### config.mk
export PLATFORM = sky130hd
export DESIGN_NAME = instruction_issuer_flat
export DESIGN_NICKNAME = d
export VERILOG_FILES = /design/src/rtl/instruction_issuer_if.sv /design/src/rtl/instruction_issuer.sv /design/src/flat_wrapper.sv
export SDC_FILE = /design/constraint.sdc
export NUM_CORES = 1
export LEC_CHECK = 0
export CAP_MARGIN = 15
export CORE_ASPECT_RATIO = 0.7
export CORE_UTILIZATION = 45
export CTS_CLUSTER_SIZE = 20
export DETAILED_ROUTE_END_ITERATION = 12
export PLACE_DENSITY = 0.69
export REMOVE_ABC_BUFFERS = 1
export SLEW_MARGIN = 20
export SYNTH_ARGS = -nofsm -noshare
export SYNTH_HDL_FRONTEND = slang
export SYNTH_SLANG_ARGS = --single-unit
### constraint.sdc
create_clock -name clk -period 5.6 [get_ports clk]
set_input_delay 1.12 -clock clk [delete_from_list [all_inputs] [get_ports clk]]
set_output_delay 1.12 -clock clk [all_outputs]
set_load 0.005 [all_outputs]
### src/rtl/instruction_issuer_if.sv
// Command/instruction bundle between the command source, the issuer and the player.
interface instruction_issuer_if;
  logic        cmd_valid;
  logic        cmd_ready;
  logic [3:0]  cmd_op;
  logic [7:0]  cmd_arg;
  logic [3:0]  dir;
  logic        move_tick;
  logic [15:0] instruction;
  logic        issued;
  logic        bad_cmd;
  logic [7:0]  issue_count;

  // Command source / player side
  modport master (
    output cmd_valid, cmd_op, cmd_arg, dir, move_tick,
    input  cmd_ready, instruction, issued, bad_cmd, issue_count
  );

  // Issuer side
  modport slave (
    input  cmd_valid, cmd_op, cmd_arg, dir, move_tick,
    output cmd_ready, instruction, issued, bad_cmd, issue_count
  );
endinterface

### src/rtl/instruction_issuer.sv
// Instruction issuer: queues player commands in a 4-entry FIFO and merges them
// with movement requests into one registered instruction word per cycle.
// Movement on a move_tick cycle wins over the queue so the player's movement
// sample always sees a move word; queued commands drain otherwise.
module instruction_issuer (
  input logic                 clk,
  input logic                 reset,
  instruction_issuer_if.slave bus
);
  localparam logic [2:0] FULL_COUNT = 3'd4;
  localparam logic [3:0] MOVE_OP    = 4'h5;

  // Four entries of {op, arg}; small enough to live in registers.
  logic [11:0] fifo_mem [0:3];
  logic [1:0]  wr_ptr_reg;
  logic [1:0]  rd_ptr_reg;
  logic [2:0]  count_reg;

  logic [15:0] instruction_reg;
  logic [15:0] instruction_next;
  logic        issued_reg;
  logic        issued_next;
  logic        bad_cmd_reg;
  logic [7:0]  issue_count_reg;

  logic        accept;
  logic        op_legal;
  logic        push;
  logic        pop;
  logic        dir_any;
  logic        tick_move;
  logic [1:0]  move_code;
  logic [15:0] move_word;
  logic [11:0] head;

  // Ready depends on registered occupancy only, so a same-cycle pop never opens a full queue.
  assign bus.cmd_ready = (count_reg != FULL_COUNT);
  assign accept        = bus.cmd_valid && bus.cmd_ready;
  assign push          = accept && op_legal;

  assign dir_any   = (bus.dir != 4'd0);
  assign tick_move = bus.move_tick && dir_any;
  assign head      = fifo_mem[rd_ptr_reg];
  assign move_word = {MOVE_OP, 6'd0, move_code, 4'h0};

  // Legal opcodes: heal, damage, ATK increment, ATK set, HP set.
  always_comb begin
    op_legal = 1'b0;
    case (bus.cmd_op)
      4'd1, 4'd2, 4'd3, 4'd4, 4'd6: op_legal = 1'b1;
      default:                      op_legal = 1'b0;
    endcase
  end

  // Lowest set direction bit wins: left, up, right, down.
  always_comb begin
    move_code = 2'd0;
    if (bus.dir[0])      move_code = 2'd0;
    else if (bus.dir[1]) move_code = 2'd1;
    else if (bus.dir[2]) move_code = 2'd2;
    else if (bus.dir[3]) move_code = 2'd3;
  end

  // Fixed-priority selection of the next instruction word.
  always_comb begin
    instruction_next = 16'h0000;
    issued_next      = 1'b0;
    pop              = 1'b0;
    if (tick_move) begin
      instruction_next = move_word;
    end else if (count_reg != 3'd0) begin
      instruction_next = {head, 4'h0};
      issued_next      = 1'b1;
      pop              = 1'b1;
    end else if (dir_any) begin
      instruction_next = move_word;
    end
  end

  // Queue storage write; stale entries are masked by the occupancy count.
  always_ff @(posedge clk) begin
    if (push) begin
      fifo_mem[wr_ptr_reg] <= {bus.cmd_op, bus.cmd_arg};
    end
  end

  // Queue pointers and occupancy; a simultaneous push and pop leaves the count unchanged.
  always_ff @(posedge clk) begin
    if (reset) begin
      wr_ptr_reg <= 2'd0;
      rd_ptr_reg <= 2'd0;
      count_reg  <= 3'd0;
    end else begin
      if (push) wr_ptr_reg <= wr_ptr_reg + 2'd1;
      if (pop)  rd_ptr_reg <= rd_ptr_reg + 2'd1;
      if (push && !pop)      count_reg <= count_reg + 3'd1;
      else if (pop && !push) count_reg <= count_reg - 3'd1;
    end
  end

  // Output registers: instruction word, issue pulse, illegal-command pulse, wrapping issue counter.
  always_ff @(posedge clk) begin
    if (reset) begin
      instruction_reg <= 16'h0000;
      issued_reg      <= 1'b0;
      bad_cmd_reg     <= 1'b0;
      issue_count_reg <= 8'd0;
    end else begin
      instruction_reg <= instruction_next;
      issued_reg      <= issued_next;
      bad_cmd_reg     <= accept && !op_legal;
      if (pop) issue_count_reg <= issue_count_reg + 8'd1;
    end
  end

  assign bus.instruction = instruction_reg;
  assign bus.issued      = issued_reg;
  assign bus.bad_cmd     = bad_cmd_reg;
  assign bus.issue_count = issue_count_reg;
endmodule

### src/flat_wrapper.sv
// flat-port wrapper written by rule: the top's interface ports become plain ports
module instruction_issuer_flat 
  (clk, reset, bus_cmd_valid, bus_cmd_op, bus_cmd_arg, bus_dir, bus_move_tick, bus_cmd_ready, bus_instruction, bus_issued, bus_bad_cmd, bus_issue_count);
  instruction_issuer_if bus_i ();
  input logic clk;
  input logic reset;
  input wire logic [$bits(bus_i.cmd_valid)-1:0] bus_cmd_valid;
  input wire logic [$bits(bus_i.cmd_op)-1:0] bus_cmd_op;
  input wire logic [$bits(bus_i.cmd_arg)-1:0] bus_cmd_arg;
  input wire logic [$bits(bus_i.dir)-1:0] bus_dir;
  input wire logic [$bits(bus_i.move_tick)-1:0] bus_move_tick;
  output wire logic [$bits(bus_i.cmd_ready)-1:0] bus_cmd_ready;
  output wire logic [$bits(bus_i.instruction)-1:0] bus_instruction;
  output wire logic [$bits(bus_i.issued)-1:0] bus_issued;
  output wire logic [$bits(bus_i.bad_cmd)-1:0] bus_bad_cmd;
  output wire logic [$bits(bus_i.issue_count)-1:0] bus_issue_count;
  assign bus_i.cmd_valid = bus_cmd_valid;
  assign bus_i.cmd_op = bus_cmd_op;
  assign bus_i.cmd_arg = bus_cmd_arg;
  assign bus_i.dir = bus_dir;
  assign bus_i.move_tick = bus_move_tick;
  assign bus_cmd_ready = bus_i.cmd_ready;
  assign bus_instruction = bus_i.instruction;
  assign bus_issued = bus_i.issued;
  assign bus_bad_cmd = bus_i.bad_cmd;
  assign bus_issue_count = bus_i.issue_count;
  instruction_issuer u_core (.clk(clk), .reset(reset), .bus(bus_i));
endmodule
# == After elaboration in Yosys (flattened, before gate mapping) ==
# Memory sizes are Yosys's and may differ from the RTL's. A register that Yosys moved wholly into a read port is not among the register bits.
# Cells that the tools add are included.
# word_totals
ff_bits,33
ram_bits,48
out_inout_bits,27
elab_cells,52
mem_count,1
# mem_list
memory,words,word_bits,rd,rd_ports_with_merged_regs,wr,line,source
u_core.fifo_mem,4,12,1,1,1,instruction_issuer.sv:14,logic [11:0] fifo_mem [0:3];
# op_classes
n_addsub,5
eq_ne,6
muxes,16
n_reduce_logical,15
# ops
cell,count
$mux 15,2
$mux 16,1
$mux 2,6
$add 8x1->8 const B,1
$eq 4x2->1 const B,2
$eq 4x3->1 const B,2
$logic_and 1x1->1,6
$mux 3,2
$mux 1,5
$reduce_or 5->1,1
$add 2x1->2 const B,2
$eq 4x1->1 const B,1
$reduce_bool 4->1,1
$add 3x1->3 const B,1
$logic_not 1->1,3
$ne 3x3->1 const B,1
$reduce_bool 3->1,1
$reduce_or 3->1,1
$sub 3x1->3 const B,1
$reduce_bool 2->1,1
$reduce_or 2->1,1

# == Logic depth before layout (Yosys ltp) ==
# Gate-level depths: netlist of run 1.
# depth
word_depth,8
ltp_mapped,9
mapped_depth_nobuf,8

# == Worst setup path before layout of run 1 ==
# OpenSTA, ideal clock, no wires.
# synth_path
path_type,input-to-reg
from,in bus_cmd_op[2]
to,reg u_core.count_reg[2]
t_arrival_ns,2.738
slack_ns,2.791
cell_stages,9
cell_sequence,a21oi_1 > and4_1 > buf_6 > ha_1 > inv_1 > fa_1 > xor2_1 > or3_1 > a21oi_1
# synth_via
elab_chain_len,7
# synth_lines
element,line,source
"start, declared",flat_wrapper.sv:8,input wire logic [$bits(bus_i.cmd_op)-1:0] bus_cmd_op;
"$eq 4x1->1, or another cell as far along",instruction_issuer.sv:49,case (bus.cmd_op)
$reduce_or 5->1 *,instruction_issuer.sv:49,
$mux 1 *,instruction_issuer.sv:49,
$logic_and 1x1->1 *,instruction_issuer.sv:39,assign push = accept && op_legal;
net u_core.push,instruction_issuer.sv:28,logic push;
$logic_not 1->1,instruction_issuer.sv:97,else if (pop && !push) count_reg <= count_reg - 3'd1;
$logic_and 1x1->1,instruction_issuer.sv:97,
$reduce_bool 2->1 (no line),n/a,
"end signal, assigned",instruction_issuer.sv:96,if (push && !pop) count_reg <= count_reg + 3'd1;
"end signal, assigned",instruction_issuer.sv:97,
"end, declared",instruction_issuer.sv:17,logic [2:0] count_reg;
# Mark *: on every way through the listed nets, which the timed path passes. The rest lies on a longest branch.
# A chain may end at the register's enable or synchronous reset.

# == Worst setup path after layout of run 1 ==
# layout_path
from,in bus_dir[0]
to,reg u_core.count_reg[2]
# layout_via
elab_chain_len,6
# layout_lines
element,line,source
"start, declared",flat_wrapper.sv:10,input wire logic [$bits(bus_i.dir)-1:0] bus_dir;
$reduce_bool 4->1 *,instruction_issuer.sv:41,assign dir_any = (bus.dir != 4'd0);
$logic_and 1x1->1 *,instruction_issuer.sv:42,assign tick_move = bus.move_tick && dir_any;
$mux 1 *,instruction_issuer.sv:69,if (tick_move) begin
$logic_not 1->1,instruction_issuer.sv:96,
$logic_and 1x1->1,instruction_issuer.sv:96,
$mux 3 or $reduce_bool 2->1 (tied branches),n/a,
# Mark *: on every way between the ends. The rest lies on a longest branch, timed or not.

==> results_dict.tcl, run 1 <==
set metrics [dict create \
    nNetsFinal 269 \
    total_leakage_power_nw 1.28 \
    yosysUniqueCellTypes 34 \
    cts_hold_buffers 0 \
    critPathKind "in -> reg" \
    seq_area_frac_synth_pct 67.9 \
    insertion_delay_ns 0.33 \
    hold_depth 2 \
    finalMaxSlewViolations 0 \
    cts_buffer_depth 2 \
    die_area_um2 7090 \
    r2r_start "u_core.count_reg[0]" \
    viasPerCell 4.83 \
    synth_cells 197 \
    die_w_um 100 \
    setup_viol 0 \
    switching_share_pct 24.7 \
    drt_iter0_drc 79 \
    clk_pin_slew_worst_paths_ns 0.07 \
    fin_crit_ns 3.61 \
    syn_avg_cell_area_um2 15.4 \
    largest_reg_flops 48 \
    grt_pass1_wl_um 8220 \
    crit_start "bus_dir[0]" \
    drtAntennaViolNets 0 \
    grt_max_degree 23 \
    cts_buffers 9 \
    cts_tree "built" \
    grt_pass1_vias 1628 \
    n_fill_cell 514 \
    outcome "completed" \
    floorplan.initialDensity_pct 47.7 \
    cts.sinks 79 \
    worst_hold_path_type "reg -> reg" \
    netlist.area_leader.share_pct 47.4 \
    root_buffer "clkbuf_8" \
    reg2reg_to "u_core.count_reg[2]" \
    power_density_nw_per_um2 363 \
    cp_max_fo 11 \
    row_count 24 \
    cpPeakStageDelay_ns 0.94 \
    synth_seq_cells 79 \
    cts_resized 0 \
    cp.required_ns 5.85 \
    clock_skew_ns 0.00551 \
    drt-total-wl_um 4980 \
    wire_per_inst_um 14.7 \
    rrSetupSlack_ns 3.08 \
    vias 1631 \
    multiInputGateArea_um2 900 \
    drt_pass1_iterations 4 \
    diodes 0 \
    gp_congestion 0.705 \
    hold_viol 0 \
    dp_hpwl_um 3480 \
    reg2regPathDepth 8 \
    worstSetupEndpoint "u_core.count_reg[2]" \
    endpoint_kind "register" \
    area_growth_pct 21.5 \
    p_clk_share_pct 29.0 \
    tightestPinTransition_ns 0.990 \
    seq_power_share_pct 53.2 \
    slew_headroom_pct 33.3 \
    slowest_stage "o41ai_2" \
    maxCapViolations 0 \
    regArea_um2 2060 \
    drc 0 \
    combPwrFrac_pct 17.8 \
    synth_top_area_cell "edfxtp_1" \
    cts_setup_buffers 0 \
    worstPathCellList "clkdlybuf4s50_1 -> o41ai_2 -> nand2_2 -> ha_1 -> inv_1 -> fa_1 -> xor2_1 -> or3_1 -> a21oi_1" \
    drive_gt1_share_pct 11.3 \
    ioPinCount 47 \
    p_switching_w 0.000331 \
    die_h_um 70.7 \
    port_buffers 42 \
    finalCritPeriodShare_pct 64.4 \
    antenna_found_initial 0 \
    worstHoldStart "u_core.bus.issue_count[7]" \
    grt_overflow 0 \
    cp.arrival_ns 3.86 \
    cp-start-kind "input pin" \
    rsz0062_at_grt "false" \
    clock.fmax_ghz 0.277 \
    power_w 0.00134 \
    synth.area.top_cells "edfxtp_1 47%, dfxtp_1 20%, mux4_2 8.9%" \
    vdd_drop_max_mv 0.146 \
    yosysWarnings 0 \
    core_um2 6370 \
    p_int_w 0.00101 \
    h-tree-depth 3 \
    grt.total_usage_pct 15.7 \
    syn_area_um2 3040 \
    setup_tns_ns 0 \
]
==> per-stage QoR <==
stage                     area [um^2]  hold slack, ns  setup slack, ns  std cells  util [%]
after CTS                        3690           0.525             2.03        338      58.0
final                            3690           0.519             1.99        338      58.0
after global placement           3510           0.500             1.78        322      55.1
after global routing             3690           0.562             1.85        338      58.0
after floorplan                  2980           0.469             2.50        189         -
after detailed placement         3510           0.504             1.68        322      55.1
==> cell usage after synthesis <==
cell,instances
nand3_1,6
and3_1,3
fa_1,1
o21ai_0,3
a211o_1,1
or3b_1,1
buf_2,1
buf_6,1
edfxtp_1,48
clkbuf_1,2
ha_1,6
buf_1,1
xor2_1,11
nand2_2,1
nand2_1,4
a211oi_1,1
or3_1,3
nor2_1,15
and4_1,3
inv_1,4
nand4_1,3
mux2i_1,2
o2bb2ai_1,1
conb_1,1
nor2_4,1
buf_4,6
dfxtp_1,31
nor3_1,2
mux4_2,12
a21oi_1,7
o41ai_2,1
or4_1,1
and2_1,12
xnor2_1,1
==> worst min path at each step <==
| stage | slack (ns) | end |
|---|---|---|
| after floorplan | 0.47 | u_core.count_reg[2] |
| after global placement | 0.50 | u_core.count_reg[2] |
| after detailed placement | 0.50 | u_core.bus.issue_count[7] |
| after CTS | 0.53 | u_core.bus.issue_count[7] |
| after global routing | 0.56 | u_core.count_reg[2] |
| final | 0.52 | u_core.bus.issue_count[7] |
==> cell type report <==
cell class	instances	area share (%)
inverter	4	0.407
sequential	79	55.9
tap	91	3.08
clock inverter	5	1.32
timing repair buffer	42	11.4
clock buffer	11	3.56
multi-input combinational	106	24.4
==> cell families (layout without fill, tap and decap cells) <==
| group | count (synthesis) | in the layout | share of synthesized area (%) |
|---|---|---|---|
| adders and majority gates | 7 | 7 | 3.13 |
| and+or+nand+nor | 55 | 55 | 9.97 |
| muxes | 14 | 14 | 9.56 |
| xor gates and xnor gates | 12 | 12 | 3.46 |
| AOI/OAI and AO/OA | 14 | 14 | 3.01 |
| buffers and inverters | 15 | 62 | 2.88 |
| DFF | 79 | 79 | 67.9 |
| other | 1 | 4 | 0.123 |
==> routing by layer <==
layer	part of all wire [%]	GRT usage (%)
met3	4.7	6.52
met1	47	21.3
met2	48	24.3
met5	0	0
met4	0.26	2.90
==> cell usage in the layout, fill, tap and decap left out, types with 2 or more instances in the layout <==
| cell type | n |
|---|---|
| edfxtp_1 | 48 |
| clkdlybuf4s50_1 | 42 |
| dfxtp_1 | 31 |
| nor2_1 | 15 |
| and2_1 | 12 |
| mux4_2 | 12 |
| xor2_1 | 11 |
| clkbuf_8 | 9 |
| a21oi_1 | 7 |
| nand3_1 | 6 |
| ha_1 | 6 |
| inv_1 | 4 |
| nand2_1 | 4 |
| conb_1 | 4 |
| or3_1 | 3 |
| and4_1 | 3 |
| nand4_1 | 3 |
| and3_1 | 3 |
| o21ai_0 | 3 |
| clkinv_2 | 3 |
| mux2i_1 | 2 |
| nor3_1 | 2 |
| clkbuf_1 | 2 |
==> worst max-delay path, delay by kind of cell <==
family          cells  cell delay (ns)
fa+ha+maj           2             0.47
xor+xnor            1             0.07
simple gates        2             0.59
buf+inv             2             0.53
compound gates      2             1.07
==> power groups by stage <==
stage          clock network, W  registers, W  logic (W)
6_report               0.000388      0.000713   0.000239
5_1_grt                0.000424      0.000721   0.000261
4_1_cts                0.000399      0.000714   0.000241
3_5_place_dp                  0      0.000727   0.000239
3_3_place_gp                  0      0.000726   0.000236
2_1_floorplan                 0      0.000720   0.000133
Power figures use the tool's default switching activity.
==> run 2, diff against run 1 <==
- clock period: 5.6 -> 3.58 ns (I/O delays scaled with it)
==> results_dict.tcl, run 2 (synthesis results as in run 1) <==
set metrics [dict create \
    h-tree-depth 3 \
    antenna_found_initial 0 \
    min_to "u_core.bus.issue_count[7]" \
    cp-start-kind "input pin" \
    cts_buffers 9 \
    setup_tns_ns 0 \
    cp_max_fo 7 \
    final_core_util_pct 58.6 \
    rrSetupSlack_ns 1.06 \
    rsz0062_at_grt "false" \
    clock.fmax_ghz 0.357 \
    drt-total-wl_um 5100 \
    grt_max_degree 23 \
    wl_met3_um 214 \
    worstHoldStart "u_core.bus.issue_count[7]" \
    die_area_um2 7090 \
    final_cells 339 \
    cts_hold_buffers 0 \
    finalCritPeriodShare_pct 78.2 \
    floorplan.initialDensity_pct 47.7 \
    drt_iter0_drc 46 \
    clock_skew_ns 0.00882 \
    grt_pass1_vias 1702 \
    drtAntennaViolNets 0 \
    grt_pass1_wl_um 8530 \
    clk_pin_slew_worst_paths_ns 0.08 \
    maxCapViolations 0 \
    setup_viol 0 \
    mostFrequentLayoutCells "48 x edfxtp_1, 42 x clkdlybuf4s50_1, 31 x dfxtp_1" \
    reg2regPathDepth 8 \
    endpoint_kind "register" \
    root_buffer "clkbuf_8" \
    wl_met2_um 2290 \
    wire_per_inst_um 15.1 \
    insertion_delay_ns 0.33 \
    power_w 0.00219 \
    drive_gt1_share_pct 12.1 \
    cts_tree "built" \
    m1WireLength_um 2520 \
    highest_layer "met4" \
    dp_hpwl_um 3420 \
    power_density_nw_per_um2 588 \
    area_growth_pct 22.8 \
    tightestPinTransition_ns 0.895 \
    ioPinCount 47 \
    cts_resized 0 \
    finalMaxSlewViolations 0 \
    grt.total_usage_pct 16.3 \
    vias 1685 \
    fin_crit_ns 2.80 \
    worst_hold_path_type "reg -> reg" \
    core_um2 6370 \
    nNetsFinal 270 \
    post-place-cells 323 \
    cp.required_ns 3.83 \
    gp_congestion 0.749 \
    vdd_drop_max_mv 0.345 \
    viasPerCell 4.97 \
    drt_pass1_iterations 4 \
    row_count 24 \
    die_w_um 100 \
    outcome "completed" \
    cts.sinks 79 \
    r2r_start "u_core.count_reg[0]" \
    cts_buffer_depth 2 \
    final_common_cell "edfxtp_1" \
    cts_setup_buffers 0 \
    total_leakage_power_nw 1.29 \
    critPathKind "in -> reg" \
    hold_viol 0 \
    slew_headroom_pct 40.2 \
    reg2reg_to "u_core.count_reg[2]" \
    port_buffers 42 \
    hold_depth 2 \
    die_h_um 70.7 \
    largest_reg_flops 48 \
    diodes 0 \
    cp.arrival_ns 3.05 \
    grt_overflow 0 \
    drc 0 \
]
run 2: stage by stage:
stage	setup slack [ns]	instance area [um^2]	hold slack, ns
after floorplan	0.889	2980	0.469
after global placement	0.506	3520	0.492
after detailed placement	0.457	3520	0.510
after CTS	0.796	3730	0.525
after global routing	0.614	3730	0.558
final	0.782	3730	0.522
run 2: per-layer routing:
layer  GRT usage, %  vias up
met4           5.31        0
met1           22.4      824
met3           5.93        6
li1               -      815
met2           24.2       40
met5              0        -
run 2: worst max path at each step:
| stage | cells after the start | start | end |
|---|---|---|---|
| global route | 9 | bus_cmd_op[2] | u_core.count_reg[2] |
| detailed placement | 9 | bus_cmd_op[0] | u_core.count_reg[2] |
| floorplan | 8 | bus_dir[0] | u_core.count_reg[2] |
| global placement | 9 | bus_cmd_op[1] | u_core.count_reg[2] |
| CTS | 9 | bus_cmd_op[1] | u_core.count_reg[2] |
| finish | 9 | bus_cmd_op[0] | u_core.count_reg[2] |
run 2: area by class of cell:
cell class                      instances  area, um^2
Timing Repair Buffer                   43         428
Inverter                                4        15.0
Multi-Input combinational cell        106         900
Clock buffer                           10         128
Clock inverter                          6        85.1
Tap cell                               91         114
Fill cell                             505        2640
Sequential cell                        79        2060
run 2: worst max-delay path, cell delays in order:
cell and delay, ns:
clkdlybuf4s50_1 0.56, or3_1 0.16, and4_1 0.34, ha_1 0.23, inv_1 0.06, fa_1 0.37, xor2_1 0.17, or3_1 0.31
a21oi_1 0.14
run 2: where the power goes:
part | internal [W] | switching [W]
clock | 0.000391 | 0.000307
combinational | 0.000218 | 0.000162
sequential | 0.00104 | 0.0000715
==> run 3, diff against run 2 <==
- PLACE_DENSITY: 0.69 -> 0.71
- clock period: 3.58 -> 2.4 ns (I/O delays scaled with it)
==> results_dict.tcl, run 3 (synthesis results as in run 1) <==
set metrics [dict create \
    port_buffers 42 \
    multiInputGateArea_um2 903 \
    antenna_found_initial 0 \
    final_common_cell "edfxtp_1" \
    slew_headroom_pct 60.6 \
    diodes 0 \
    r2r_start "u_core.count_reg[0]" \
    drtAntennaViolNets 0 \
    dp_hpwl_um 3650 \
    crit_start "bus_cmd_op[2]" \
    cp-start-kind "input pin" \
    mostFrequentLayoutCells "48 x edfxtp_1, 40 x clkdlybuf4s50_1, 31 x dfxtp_1" \
    vdd_drop_max_mv 0.370 \
    setup_viol 0 \
    final_core_util_pct 60.7 \
    endpoint_kind "register" \
    die_area_um2 7090 \
    cp.required_ns 2.67 \
    worstHoldStart "bus_cmd_op[1]" \
    p_clk_share_pct 26.6 \
    worst_hold_path_type "in -> reg" \
    root_buffer "clkbuf_8" \
    crit_top_cell "or3_1" \
    slowest_stage "clkdlybuf4s50_1" \
    tightestPinTransition_ns 0.590 \
    insertion_delay_ns 0.34 \
    hold_viol 0 \
    cts_buffers 9 \
    gp_congestion 0.801 \
    power_w 0.00311 \
    die_h_um 70.7 \
    wire_per_inst_um 14.1 \
    rsz0062_at_grt "false" \
    grt_max_degree 15 \
    clk_pin_slew_worst_paths_ns 0.08 \
    regArea_um2 2060 \
    total_leakage_power_nw 1.42 \
    worstPathCellList "clkdlybuf4s50_1 -> or3_1 -> and4_1 -> ha_1 -> inv_1 -> fa_1 -> xor2_1 -> or3_1 -> a21oi_1" \
    clock_skew_ns 0.0120 \
    cpPeakStageDelay_ns 0.51 \
    nNetsFinal 293 \
    die_w_um 100 \
    cts_tree "built" \
    combPwrFrac_pct 21.0 \
    drt_iter0_drc 77 \
    ioPinCount 47 \
    grt.total_usage_pct 16.1 \
    power_density_nw_per_um2 806 \
    seq_power_share_pct 52.4 \
    cts_resized 0 \
    cts_setup_buffers 0 \
    timing.hold.ws_ns 0.462 \
    cp.arrival_ns 2.53 \
    final_area_um2 3860 \
    cts_buffer_depth 2 \
    grt_overflow 0 \
    vias 1748 \
    critPathKind "in -> reg" \
    p_int_w 0.00231 \
    area_growth_pct 27.1 \
    cts.sinks 79 \
    clock.fmax_ghz 0.441 \
    floorplan.initialDensity_pct 47.7 \
    switching_share_pct 25.9 \
    row_count 24 \
    grt_pass1_vias 1677 \
    h-tree-depth 3 \
    fin_crit_ns 2.27 \
    grt_pass1_wl_um 8140 \
    maxCapViolations 0 \
    p_switching_w 0.000806 \
    drc 0 \
    n_fill_cell 516 \
    drive_gt1_share_pct 20.3 \
    largest_reg_flops 48 \
    finalMaxSlewViolations 0 \
    core_um2 6370 \
    drt_pass1_iterations 4 \
    viasPerCell 4.83 \
    place_area_um2 3690 \
    cts_hold_buffers 0 \
    finalCritPeriodShare_pct 94.4 \
    outcome "completed" \
    drt-total-wl_um 5090 \
    cp_max_fo 3 \
]
-- run 3: cell types whose count changed in the layout (fill, tap and decap cells not counted) --
cell / delta
a21oi_1: -1
a21oi_2: +1
buf_4: +23
bufinv_16: -2
clkdlybuf4s50_1: -2
clkinv_1: -1
clkinv_2: +3
clkinv_4: -1
clkinvlp_4: -1
dlymetal6s2s_1: +2
inv_4: +1
inv_6: +1
-- run 3: per-stage QoR --
step           std cells  setup TNS [ns]  setup WS, ns
6_report             362               0         0.134
5_1_grt              362               0        0.0253
4_1_cts              362               0        0.0868
3_5_place_dp         346          -0.458        -0.282
3_3_place_gp         346          -0.387        -0.236
2_1_floorplan        189         -0.0665       -0.0552
-- run 3: power groups by stage --
stage | clock network [W] | registers, W | logic [W]
floorplan | 0 | 0.00168 | 0.000310
global placement | 0 | 0.00166 | 0.000647
detailed placement | 0 | 0.00166 | 0.000658
CTS | 0.000849 | 0.00163 | 0.000660
global route | 0.000899 | 0.00164 | 0.000710
finish | 0.000827 | 0.00163 | 0.000654
-- run 3: worst paths after layout --
path	endpoint	slack [ns]	depth (start not counted)
setup / recovery	u_core.count_reg[2]	0.13	9
hold / removal	u_core.fifo_mem[3][9]	0.46	1
setup reg to reg	u_core.count_reg[2]	0.29	8
hold reg to reg	u_core.count_reg[2]	0.52	2
-- run 3: layer usage --
layer / track usage [%] / vias to the layer above / routed length, um
met2: 25.3 / 37 / 2370
met4: 7.73 / 0 / 111
met1: 20.4 / 843 / 2440
li1: - / 858 / -
met3: 5.04 / 10 / 164
met5: 0 / - / 0
-- run 3: layout make-up --
| class | count | share of cell area, % |
|---|---|---|
| clock buffer | 10 | 3.30 |
| clock inverter | 6 | 0.907 |
| inverter | 4 | 0.389 |
| sequential | 79 | 53.4 |
| timing repair buffer | 66 | 15.7 |
| tap | 91 | 2.95 |
| multi-input combinational | 106 | 23.4 |
-- run 3: worst max-delay path, delay by kind of cell --
kind / cells / cell delay [ns]
xor+xnor: 1 / 0.16
simple gates: 3 / 0.66
buf+inv: 2 / 0.56
compound gates: 1 / 0.14
fa+ha+maj: 2 / 0.54
==> edit (flow settings as in run 2) <==
Take the reset off `instruction_reg` and load it in a clocked block of its own.
--- a/src/rtl/instruction_issuer.sv
+++ b/src/rtl/instruction_issuer.sv
@@ -101,16 +101,18 @@
   // Output registers: instruction word, issue pulse, illegal-command pulse, wrapping issue counter.
   always_ff @(posedge clk) begin
     if (reset) begin
-      instruction_reg <= 16'h0000;
       issued_reg      <= 1'b0;
       bad_cmd_reg     <= 1'b0;
       issue_count_reg <= 8'd0;
     end else begin
-      instruction_reg <= instruction_next;
       issued_reg      <= issued_next;
       bad_cmd_reg     <= accept && !op_legal;
       if (pop) issue_count_reg <= issue_count_reg + 8'd1;
     end
+  end
+
+  always_ff @(posedge clk) begin
+    instruction_reg <= instruction_next;
   end
 
   assign bus.instruction = instruction_reg;
Behaviour: not the same (Yosys sat finds a counterexample within 4 cycles, from zero or initial values and one cycle with reset high).
==> edit against run 2 <==
  * Critical path depth stayed put
  * Clock power grew 12%
  * Non-clock buffer count grew 1
  * Worst setup slack improved by 14 ps
  * Synthesized area down 0.54%
  * Total power increased by 7.8%
  * Wire length fell by 2.9%
  * Sequential share of layout area decreased by 0.48 points
  * Combinational power increased by 18%
  * Cell area is 0.87% higher
  * Sequential cell count stayed put
  * Critical path type unchanged
  * Critical endpoint unchanged
==> edit: results <==
set metrics [dict create \
    placedInstanceArea_mm2 0.00352 \
    netlist_top_cells_count "edfxtp_1, dfxtp_1, nor2_1" \
    layout.cells.non_filler 340 \
    swShare_pct 24.0 \
    r2r_setup_slack_ps 1200 \
    fin_nets 271 \
    drt-initial-drc-count 47 \
    place_congestion 0.754 \
    fill_cells 516 \
    grt_pass1_wl_um 8220 \
    clk_latency_ps 350 \
    synth_edf_count 48 \
    synth_cell_types 30 \
    post_route_cells_drive_above_1_share_pct 13.3 \
    grt_max_degree 21 \
    synthCells 198 \
    outcome "finished clean" \
    dp_cells 324 \
    r2r_cells 8 \
    seq_area_frac_synth_pct 68.2 \
    ir_drop_uv 328 \
    ys_top_cells_by_area "edfxtp_1, dfxtp_1, mux4_2" \
    track_usage_pct 16.2 \
    grt_pass1_vias 1652 \
    arrival_ps 3060 \
    p_leak_nw 1.34 \
    skew_ps 6.68 \
    min_from "u_core.bus.issue_count[7]$_SDFFE_PP0P_" \
    routed_wl_um 4950 \
    hpwl_um 3280 \
    slew_headroom_pct 44.6 \
    post_drt_via_cell_ratio 4.91 \
]
edit: cell types whose count changed in the layout (fill, tap and decap cells not counted), sizes merged, moves of 2 or more:
cell,before,now
and4,3,1
and3,3,11
and2,12,5
clkinv,3,1
nand4,3,5
nor3,2,0
a21oi,7,5
nand2,5,7
edit: cells by family (layout without fill, tap and decap cells):
| logic type | after synthesis | after routing | synth area share [%] |
|---|---|---|---|
| simple gates | 57 | 57 | 9.77 |
| buf+inv | 16 | 64 | 2.53 |
| flops | 79 | 79 | 68.2 |
| mux | 15 | 15 | 9.98 |
| xor+xnor | 11 | 11 | 3.19 |
| other cells | 1 | 4 | 0.124 |
| fa+ha+maj | 7 | 7 | 3.15 |
| compound gates | 12 | 12 | 3.02 |
edit: worst max path at each step:
| stage | depth (start not counted) | slack (ps) | end |
|---|---|---|---|
| after global routing | 9 | 660 | u_core.count_reg[2]$_SDFFE_PP0P_ |
| final | 9 | 800 | u_core.count_reg[2]$_SDFFE_PP0P_ |
| after detailed placement | 9 | 430 | u_core.count_reg[2]$_SDFFE_PP0P_ |
| after CTS | 9 | 810 | u_core.count_reg[2]$_SDFFE_PP0P_ |
| after global placement | 9 | 500 | u_core.count_reg[2]$_SDFFE_PP0P_ |
| after floorplan | 8 | 960 | u_core.count_reg[2]$_SDFFE_PP0P_ |
edit: layer usage:
metal / part of all wire, % / routed length (µm) / track usage (%) / vias to the layer above
met5: 0 / 0 / 0 / -
met4: 1.2 / 61 / 4.90 / 0
met2: 44 / 2180 / 23.7 / 41
met3: 6.2 / 305 / 7.71 / 7
li1: - / - / - / 814
met1: 49 / 2410 / 21.7 / 807
edit: power by group through the flow:
stage / Sequential, mW / Clock [mW] / Combinational (mW)
detailed placement: 1.16 / 0 / 0.449
floorplan: 1.15 / 0 / 0.217
CTS: 1.14 / 0.797 / 0.452
finish: 1.14 / 0.779 / 0.447
global placement: 1.16 / 0 / 0.448
global route: 1.16 / 0.839 / 0.490
edit: area by class of cell:
type                       count  area, µm²  area share [%]
timing repair buffer          44        435            11.6
clock inverter                 7        119            3.16
inverter                       4       15.0           0.399
clock buffer                   9        124            3.29
multi-input combinational    106        895            23.8
tap                           91        114            3.03
sequential                    79       2060            54.8
edit: critical path, stage by stage:
cell,delay (ps)
clkdlybuf4s50_1,590
or3_1,170
and4_1,340
ha_1,230
inv_1,60
fa_1,370
xor2_1,160
or3_1,300
a21oi_1,130
edit: stage by stage:
| stage | util [%] | worst slack [ps] | power, mW |
|---|---|---|---|
| floorplan | - | 959 | 1.37 |
| global placement | 55.3 | 501 | 1.61 |
| detailed placement | 55.3 | 427 | 1.61 |
| CTS | 59.1 | 806 | 2.39 |
| global route | 59.1 | 656 | 2.48 |
| finish | 59.1 | 796 | 2.36 |
